<file path="src/rtl/instr_fetch_unit.sv">
// -----------------------------------------------------------------------------
// instr_fetch_unit
// Fetch stage for the single-cycle core. Owns the program counter, drives the
// word address into a synchronous-read instruction RAM (1-cycle latency) and
// presents each returned word to decode with its PC and a valid flag.
// Handles decode back-pressure, execute redirects and stops itself on HALT.
//
// Optional feature: define FETCH_BOUND_CHECK_EN to trap fetches whose PC lies
// outside the implemented RAM (upper PC bits non-zero). Without it the fault
// output is tied low and the RAM simply aliases on the low IMEM_AW bits.
// -----------------------------------------------------------------------------
module instr_fetch_unit #(
  parameter int unsigned         PC_W     = 32,
  parameter int unsigned         IMEM_AW  = 7,
  parameter logic [PC_W-1:0]     RESET_PC = '0
) (
  input  logic            i_clk,
  input  logic            i_reset,
  input  logic            i_start,
  input  logic            i_stall,
  input  logic            i_redirect_valid,
  input  logic [PC_W-1:0] i_redirect_pc,
  output logic [PC_W-1:0] o_imem_addr,
  input  logic [31:0]     i_imem_rdata,
  output logic [31:0]     o_instr,
  output logic [PC_W-1:0] o_instr_pc,
  output logic            o_instr_valid,
  output logic            o_halted,
  output logic            o_fault
);

  typedef enum logic [1:0] {
    ST_IDLE   = 2'd0,
    ST_RUN    = 2'd1,
    ST_HALTED = 2'd2
  } state_t;

  localparam logic [PC_W-1:0] PC_ONE    = {{(PC_W-1){1'b0}}, 1'b1};
  localparam logic [3:0]      HALT_OPC  = 4'b1001;

  state_t          r_state;
  logic [PC_W-1:0] r_fetch_pc;
  logic [PC_W-1:0] r_pend_pc;
  logic            r_pend_valid;

  logic            w_instr_valid;
  logic            w_halt_seen;
  logic            w_issue;
  logic            w_bound_trip;
  logic            w_fault_set;

  // The word in flight is meaningful only while running; HALTED/IDLE hide it.
  assign w_instr_valid = r_pend_valid & (r_state == ST_RUN);

  // HALT is recognised only on a delivered (valid) word.
  assign w_halt_seen   = w_instr_valid & (i_imem_rdata[31:28] == HALT_OPC);

  // Step-4 condition: nothing of higher priority claims this edge.
  assign w_issue       = (r_state == ST_RUN) & ~i_redirect_valid & ~i_stall & ~w_halt_seen;

`ifdef FETCH_BOUND_CHECK_EN
  // Any set bit above the implemented RAM address range is an illegal fetch.
  assign w_bound_trip  = |(r_fetch_pc >> IMEM_AW);
`else
  assign w_bound_trip  = 1'b0;
`endif

  assign w_fault_set   = w_issue & w_bound_trip;

  // Under stall the pending address is replayed so the RAM re-reads the held word.
  assign o_imem_addr   = i_stall ? r_pend_pc : r_fetch_pc;

  assign o_instr       = i_imem_rdata;
  assign o_instr_pc    = r_pend_pc;
  assign o_instr_valid = w_instr_valid;
  assign o_halted      = (r_state == ST_HALTED);

  // Fetch state machine: PC advance, redirect squash, stall hold, HALT/fault stop.
  always_ff @(posedge i_clk or posedge i_reset) begin
    if (i_reset) begin
      r_state      <= ST_IDLE;
      r_fetch_pc   <= RESET_PC;
      r_pend_pc    <= '0;
      r_pend_valid <= 1'b0;
    end else begin
      case (r_state)
        ST_IDLE: begin
          if (i_start) begin
            r_state      <= ST_RUN;
            r_fetch_pc   <= RESET_PC;
            r_pend_valid <= 1'b0;
          end else begin
            r_state      <= ST_IDLE;
          end
        end

        ST_RUN: begin
          if (i_redirect_valid) begin
            // Wrong-path word (even a HALT) is discarded; target fetched next.
            r_fetch_pc   <= i_redirect_pc;
            r_pend_valid <= 1'b0;
          end else if (i_stall) begin
            // Hold everything; the replayed address keeps imem_rdata stable.
            r_state      <= ST_RUN;
          end else if (w_halt_seen) begin
            r_state      <= ST_HALTED;
            r_pend_valid <= 1'b0;
          end else if (w_fault_set) begin
            r_state      <= ST_HALTED;
            r_pend_valid <= 1'b0;
          end else begin
            r_pend_pc    <= r_fetch_pc;
            r_pend_valid <= 1'b1;
            r_fetch_pc   <= r_fetch_pc + PC_ONE;
          end
        end

        ST_HALTED: begin
          // Terminal until reset.
          r_state      <= ST_HALTED;
          r_pend_valid <= 1'b0;
        end

        default: begin
          r_state      <= ST_IDLE;
          r_fetch_pc   <= RESET_PC;
          r_pend_pc    <= '0;
          r_pend_valid <= 1'b0;
        end
      endcase
    end
  end

`ifdef FETCH_BOUND_CHECK_EN
  logic r_fault;

  // Sticky out-of-range flag, cleared only by reset.
  always_ff @(posedge i_clk or posedge i_reset) begin
    if (i_reset) begin
      r_fault <= 1'b0;
    end else if (w_fault_set) begin
      r_fault <= 1'b1;
    end else begin
      r_fault <= r_fault;
    end
  end

  assign o_fault = r_fault;
`else
  assign o_fault = 1'b0;
`endif

endmodule

</file>
<file path="config.mk">
export PLATFORM = sky130hd
export DESIGN_NAME = instr_fetch_unit
export DESIGN_NICKNAME = d
export VERILOG_FILES = /design/src/rtl/instr_fetch_unit.sv
export SDC_FILE = /design/constraint.sdc
export NUM_CORES = 1
export LEC_CHECK = 0
export ABC_CLOCK_PERIOD_IN_PS = 2400
export CAP_MARGIN = 5
export CORE_AREA = 4 4 106 108
export DETAILED_ROUTE_END_ITERATION = 10
export DIE_AREA = 0 0 110 112
export PLACE_DENSITY = 0.86
export SYNTH_ARGS = -nofsm -noshare
export SYNTH_HDL_FRONTEND = slang
export SYNTH_SLANG_ARGS = --single-unit
</file>
<file path="constraint.sdc">
create_clock -name i_clk -period 2.4 [get_ports i_clk]
set_input_delay 0.48 -clock i_clk [delete_from_list [all_inputs] [get_ports i_clk]]
set_output_delay 0.48 -clock i_clk [all_outputs]
set_load 0.02 [all_outputs]
</file>
Word level (Yosys, flattened, before mapping). Cells that the tools add are included. Widths: inputs -> output; s select.

Reduce and logical (&&, ||, !) cells: 6. Shift operators: 0. Multipliers: 0. Multiplexer cells: 20. Eq/ne operators: 10. Bitwise logic cells: 4. Add/sub/neg operators: 1. $lt $le $gt $ge: 0. Divide/modulo/power cells: 0.

Operators by type and width (count): $mux 32 (8); $pmux 32 s3 (1); $pmux 32 s2 (1); $add 32x1->32 const B (1); $ne 3x3->1 const B (3); $ne 2x2->1 const B (4); $reduce_and 4->1 (2); $mux 2 (3); $pmux 2 s3 (1); $mux 1 (5); $eq 4x4->1 const B (1); $reduce_and 2->1 (2); $and 1x1->1 (2); $eq 2x1->1 const B (1); $eq 2x2->1 const B (1); $logic_not 2->1 (1); $not 1->1 (2); $pmux 1 s2 (1); $reduce_or 2->1 (1).

Memory bits (writable): 0. Memories kept: 0. Output and inout port bits: 99. Flip-flop bits (word level): 67. Word-level logic and storage cells: 45. Bits in latches: 0. ROM bits: 0.

Longest topological paths before layout. Gate-level depths: netlist of the first run.

Depth after elaboration: 7. Gate-level depth with buffers: 7. Gate-level depth less buffers: 6.

Least setup slack after synthesis of the first run. Ideal clock, no wire load.

Path type: input port to output port. Start point: input i_stall. End point: output o_imem_addr[11]. Slack: 373 ps. Arrival time: 1547 ps. Stages on the path: 3. Data required time: 1920 ps. Path through: clkbuf_1 > buf_1 > mux2_2.

Longest elaborated chain between the ends: 1.

RTL lines: from (decl) (RTL line 20) `input logic i_stall,`; $mux 32 (RTL line 71) `assign o_imem_addr = i_stall ? r_pend_pc : r_fetch_pc;`; to (decl) (RTL line 23) `output logic [PC_W-1:0] o_imem_addr,`.

Every way passes these cells.

Worst setup path after layout of the first run.
Start point: register r_fetch_pc[24]. End point: output o_imem_addr[24].

Longest elaborated chain between the ends: 1.

RTL lines: from (decl) (RTL line 42) `logic [PC_W-1:0] r_fetch_pc;`; from (signal assigned) (RTL line 100) `r_fetch_pc <= i_redirect_pc;`; from (signal assigned) (RTL line 114) `r_fetch_pc <= r_fetch_pc + PC_ONE;`; $mux 32 (RTL line 71).

Every way passes these cells.

==> results of run 1 <==
## critical path, delay by kind of cell, from the launching register on
kind | cells | cell delay (ps)
DFF | 1 | 420
AOI/OAI and AO/OA | 1 | 230
buffers and inverters | 2 | 780
## synth_stat cells, types with 2 or more instances
cell type	instances
dfrtp_1	67
nand2_1	40
o21ai_0	40
buf_4	34
mux2_2	23
a22o_1	22
a21oi_1	21
nand3_1	21
clkbuf_1	20
nor2_1	19
inv_1	15
buf_2	12
a22oi_1	11
nand4_1	10
o22ai_1	9
nor3_1	8
nor4_1	8
o21ai_1	7
o31a_1	6
and3_1	5
mux2i_1	3
or3_1	3
or4_1	3
xor2_1	3
a21o_1	2
a31oi_1	2
and2_1	2
nor2_2	2
nor2b_1	2
nor3b_1	2
o211ai_1	2
o2bb2ai_1	2
o31ai_1	2
or2_1	2
or4b_1	2
## stage by stage
step / TNS [ps] / hold WS, ps / util [%]
after floorplan: 0 / 471 / -
after detailed placement: -1420 / 495 / 51.0
final: 0 / 515 / 53.3
after global placement: -157 / 487 / 51.0
after global routing: 0 / 537 / 53.3
after CTS: 0 / 512 / 53.2
## kinds of logic (layout without fill, tap and decap cells)
kind of cell | count (synthesis) | in the layout | synth area share [%]
AO/OA/AOI/OAI | 139 | 139 | 22.6
XOR/XNOR | 3 | 3 | 0.647
adder cells (fa/ha/maj) | 1 | 1 | 0.308
buffers and inverters | 82 | 172 | 11.1
flip-flops | 67 | 67 | 41.3
multiplexers | 26 | 26 | 7.11
other | 1 | 1 | 0.0923
AND/OR/NAND/NOR | 134 | 134 | 16.9
## worst paths after layout
| kind | from | end | slack [ps] |
|---|---|---|---|
| min in group asynchronous | i_reset | r_fetch_pc[26] | 540 |
| setup reg to reg | r_fetch_pc[0] | r_fetch_pc[20] | 290 |
| hold reg to reg | o_instr_pc[22] | o_instr_pc[22] | 510 |
| hold / removal | o_instr_pc[22] | o_instr_pc[22] | 510 |
| max in group asynchronous | i_reset | r_state[0] | 1570 |
| setup / recovery | r_fetch_pc[24] | o_imem_addr[24] | 140 |
## registers in the layout, summed over array words and instances (netlist names)
signal	count
r_state	2
o_instr_pc	32
r_pend_valid	1
r_fetch_pc	32
## area by class of cell
class | instances | share of cell area [%]
multi-input combinational | 304 | 35.8
sequential | 67 | 30.8
timing repair buffer | 141 | 25.1
tap | 136 | 3.12
clock buffer | 11 | 2.78
clock inverter | 5 | 1.38
inverter | 15 | 1.03
## layer usage
| layer | wire length, µm | global-route usage [%] | up-vias |
|---|---|---|---|
| met5 | 0 | 0 | - |
| met4 | 168 | 6.32 | 0 |
| met3 | 1060 | 5.04 | 26 |
| met2 | 5970 | 32.6 | 152 |
| met1 | 5350 | 29.0 | 1901 |
| li1 | - | - | 1797 |
## power by group
group / internal, µW / total, µW / switching [µW]
clock network: 636 / 1090 / 453
registers: 1350 / 1620 / 268
logic: 791 / 1590 / 796
## what timing repair did
item                                   CTS  global route
gates resized for setup                  0             3
setup endpoints to repair                0             2
endpoints found under the hold margin    0             0
hold buffers                             0             0
==> reports/metrics.csv, run 1 <==
metric,value,unit
status,completed,
Syn. warnings,0,
worst hold path type,reg2reg,
"Cell Area, Placed",5220,µm²
footprint of the multi-input gates,1950,µm²
Crit-path slowest cell,clkdlybuf4s50_1,
Die Y,112,µm
fin crit share,94.3,%
"most common cell after layout, fill and taps aside",clkdlybuf4s50_1,
Placement Setup Slack,-89.9,ps
top cell type's share of synthesized area,41.3,%
crit end category,output port,
final WL,12500,µm
DR WL/cell,18.5,µm
"Worst Setup Slack, final",136,ps
Initial DRC Count,317,
ANT nets after route,0,
"FF+latch count, synth",67,
leakage,0.00227,µW
vias per cell,5.71,
Cell Rows,37,
Final nets,608,
syn_nets,523,
ys flop type,dfrtp_1,
crit path cell chain,"inv_1, o21ai_0, clkdlybuf4s50_1",
MaxCap Viol Count,0,
Yosys cell types,56,
placed wire-length estimate,9200,µm
initial antenna violation count,0,
sequential cell area,1680,µm²
"commonest non-fill, non-tap cells in the layout","clkdlybuf4s50_1 (107), dfrtp_1 (66), nand2_1 (40), o21ai_0 (40), buf_4 (28)",
sequential share of the synthesized area,41.3,%
Hold Path Stages,2,
f_max,0.442,GHz
total I/O pin count,168,
Setup-failing EPs final,0,
root buffer cell,clkbuf_8,
CTS tree,yes,
Worst slew margin,63.8,%
Non-Filler Instances,679,
postcts setup bufs,0,
Initial Util,39.7,%
first-pass GRT wire length,20700,µm
share of layout cells above drive strength 1,14.9,%
total power,4300,µW
PortBufs,110,
Worst Path Arrival,1780,ps
H-tree levels,3,
Mapped Area,4060,µm²
fill count,908,
final hold viol count,0,
Peak supply drop,373,µV
Worst-Skew Late Latency,350,ps
RSZ-0062 raised after global routing,false,
clk_skew,8.88,ps
Power Density,788,nW/µm²
Synth async-reset ratio,100,%
GP Congestion,0.922,
Post-Place Cells,663,
Die W,110,µm
DIE AREA,12300,µm²
critical path required time,1920,ps
Final Max Slew Viols,0,
number of remaining DRC errors,0,
syn_area_per_cell,8.97,µm²
DR vias,3876,
TritonCTS buffer count,9,
vias in the first global route,3922,
Area contributors post-synth,"dfrtp_1 (41%), mux2_2 (6.4%), buf_4 (6.3%), o21ai_0 (4.9%), a22o_1 (4.7%)",
Clock Path Buffers,2,
Setup CP Type,reg2out,
nature of the critical path startpoint,flop,
Slew @ Worst Pin,538,ps
Worst Reg-to-Reg Cells,6,
Overflow after GRT,0,
GR Util All Layers,21.1,%
number of diodes,0,
Tmin final,2260,ps
Area Growth Syn to Fin,34.2,%
sinks on the clock net,67,
final instance area,5450,µm²
Max stage delay on crit path,670,ps
core area,10200,µm²
Crit Path Max Fanout,6,
register clock-pin slew on the reported worst setup and hold paths,70,ps
largest net degree at the start of global routing,68,
drt first pass iters,5,
"area leader, netlist",dfrtp_1,
Synth Instances,453,
number of synthesized flops with an enable pin,0,
Note: power is estimated with default switching activity, not from simulation.
==> run 2: changes to the inputs <==
--- a/config.mk
+++ b/config.mk
@@ -8,9 +8,11 @@
 export ABC_CLOCK_PERIOD_IN_PS = 2400
 export CAP_MARGIN = 5
 export CORE_AREA = 4 4 106 108
+export CTS_CLUSTER_DIAMETER = 120
 export DETAILED_ROUTE_END_ITERATION = 10
 export DIE_AREA = 0 0 110 112
 export PLACE_DENSITY = 0.86
+export REMOVE_ABC_BUFFERS = 1
 export SYNTH_ARGS = -nofsm -noshare
 export SYNTH_HDL_FRONTEND = slang
 export SYNTH_SLANG_ARGS = --single-unit
==> reports/metrics.csv, run 2 (synthesized netlist as in run 1, its figures left out) <==
metric,value,unit,change
DIE AREA,12300,µm²,unchanged
Die Y,112,µm,unchanged
"Cell Area, Placed",5240,µm²,was 5220 µm²
final WL,13400,µm,was 12500 µm
MaxCap Viol Count,0,,unchanged
H-tree levels,3,,unchanged
core area,10200,µm²,unchanged
Placement Setup Slack,-131,ps,was -89.9 ps
Final Util,53.1,%,was 53.3%
Overflow after GRT,0,,unchanged
vias in the first global route,4022,,was 3922
Switching Power,1500,µW,was 1520 µW
Cell Rows,37,,unchanged
number of remaining DRC errors,0,,unchanged
register-to-register setup slack,280,ps,was 290 ps
vias per cell,5.83,,was 5.71
Die W,110,µm,unchanged
clk_skew,12.1,ps,was 8.88 ps
PortBufs,110,,unchanged
crit end category,output port,,unchanged
Initial DRC Count,242,,was 317
Hold Path Stages,2,,unchanged
Final nets,606,,was 608
Tmin final,2280,ps,was 2260 ps
Worst Path Arrival,1800,ps,was 1780 ps
Crit Path Max Fanout,9,,was 6
CTS tree,yes,,unchanged
sinks on the clock net,67,,unchanged
status,completed,,unchanged
Worst R2R End,r_fetch_pc[22],,was r_fetch_pc[20]
final instance area,5430,µm²,was 5450 µm²
initial antenna violation count,0,,unchanged
largest net degree at the start of global routing,68,,unchanged
Initial Util,39.7,%,unchanged
hold_sp,o_instr_pc[22],,unchanged
Worst-Skew Late Latency,350,ps,about the same
RSZ-0062 raised after global routing,false,,unchanged
fin crit share,95.1,%,was 94.3%
GP Congestion,0.886,,was 0.922
placed wire-length estimate,9860,µm,was 9200 µm
worst hold path type,reg2reg,,unchanged
nature of the critical path startpoint,flop,,unchanged
Worst Reg-to-Reg Cells,5,,was 6
"most common cell after layout, fill and taps aside",clkdlybuf4s50_1,,unchanged
fill count,899,,was 908
register clock-pin slew on the reported worst setup and hold paths,80,ps,was 70 ps
f_max,0.438,GHz,was 0.442 GHz
TritonCTS buffer count,9,,unchanged
"commonest non-fill, non-tap cells in the layout","clkdlybuf4s50_1 (108), dfrtp_1 (66), nand2_1 (40), o21ai_0 (40)",,"was clkdlybuf4s50_1 (107), dfrtp_1 (66), nand2_1 (40), o21ai_0 (40), buf_4 (28)"
Power Density,766,nW/µm²,was 788 nW/µm²
Clock Power Share,22.9,%,was 25.4%
WHS Endpoint,o_instr_pc[22],,unchanged
leakage,0.00222,µW,was 0.00227 µW
Comb pwr share,38.5,%,was 36.9%
register share of total power,38.6,%,was 37.7%
drt first pass iters,4,,was 5
root buffer cell,clkbuf_8,,unchanged
Final Max Slew Viols,0,,unchanged
WHS,505,ps,was 515 ps
final hold viol count,0,,unchanged
"Worst Setup Slack, final",117,ps,was 136 ps
number of diodes,0,,unchanged
DR vias,3945,,was 3876
Setup CP Type,reg2out,,unchanged
Setup-failing EPs final,0,,unchanged
sw frac,36.1,%,was 35.3%
Clock Path Buffers,2,,unchanged
total I/O pin count,168,,unchanged
ANT nets after route,0,,unchanged
reg2reg start,r_fetch_pc[9],,was r_fetch_pc[0]
DR WL/cell,19.8,µm,was 18.5 µm
Area Growth Syn to Fin,33.7,%,was 34.2%
Power Internal,2660,µW,was 2780 µW
Peak supply drop,333,µV,was 373 µV
critical path required time,1920,ps,about the same
share of layout cells above drive strength 1,14.6,%,was 14.9%
GR Util All Layers,22.2,%,was 21.1%
first-pass GRT wire length,21300,µm,was 20700 µm
==> run 2: cell count changes in the layout (fill, tap and decap cells not counted) <==
cell and change:
bufinv_16 -1, clkbuf_8 -1, buf_12 +3, buf_2 +1, dlymetal6s2s_1 -2, clkdlybuf4s50_1 +1, buf_4 -5, clkbuf_1 +1
clkinvlp_4 +1
==> run 2: metrics by stage <==
| step | power, µW | setup TNS [ps] | instances |
|---|---|---|---|
| detailed placement | 3230 | -436 | 661 |
| finish | 4160 | 0 | 677 |
| global placement | 3180 | -107 | 661 |
| CTS | 4180 | 0 | 677 |
| floorplan | 2370 | -76790 | 386 |
| global route | 4380 | 0 | 677 |
==> run 2: how the worst max path moves through the flow <==
stage	start	to	slack [ps]	depth (start not counted)
floorplan	i_imem_rdata[30]	r_fetch_pc[22]	-2350	4
global placement	i_imem_rdata[30]	r_fetch_pc[22]	-60	6
detailed placement	i_imem_rdata[30]	r_fetch_pc[22]	-130	6
CTS	r_state[0]	o_instr_valid	60	3
global route	r_fetch_pc[18]	o_imem_addr[18]	70	3
finish	r_state[1]	o_instr_valid	120	3
==> run 2: what timing repair did <==
item | CTS | global route
buffers inserted | 0 | 0
hold buffers | 0 | 0
endpoints found under the hold margin | 0 | 0
setup endpoints to repair | 0 | 1
resized for setup | 0 | 1
==> run 2: cell type report <==
type                            instances  area, µm²  area share [%]
Timing Repair Buffer                  139       1380            25.5
Clock inverter                          5       52.6           0.967
Inverter                               15       56.3            1.04
Multi-Input combinational cell        304       1950            35.9
Tap cell                              136        170            3.13
Clock buffer                           11        141            2.60
Sequential cell                        67       1680            30.9
==> run 2: critical path: stages, from the launching register on <==
cell             delay (ps)
dfrtp_1                 480
nand2b_4                220
nor2_1                  130
clkdlybuf4s50_1         620
==> run 2: power groups by stage <==
stage / Clock [µW] / Combinational [µW] / Sequential (µW)
finish: 952 / 1600 / 1610
global route: 1020 / 1720 / 1640
CTS: 964 / 1620 / 1600
detailed placement: 0 / 1610 / 1620
global placement: 0 / 1580 / 1610
floorplan: 0 / 638 / 1730
==> run 2: routing by layer <==
metal  GRT usage [%]  share of wire, %  up-vias
met5            3.78                 0        -
met4            7.65               1.6        0
met3            5.57               7.3       19
met2            33.5                47      193
met1            30.4                44     1940
li1                -                 -     1793
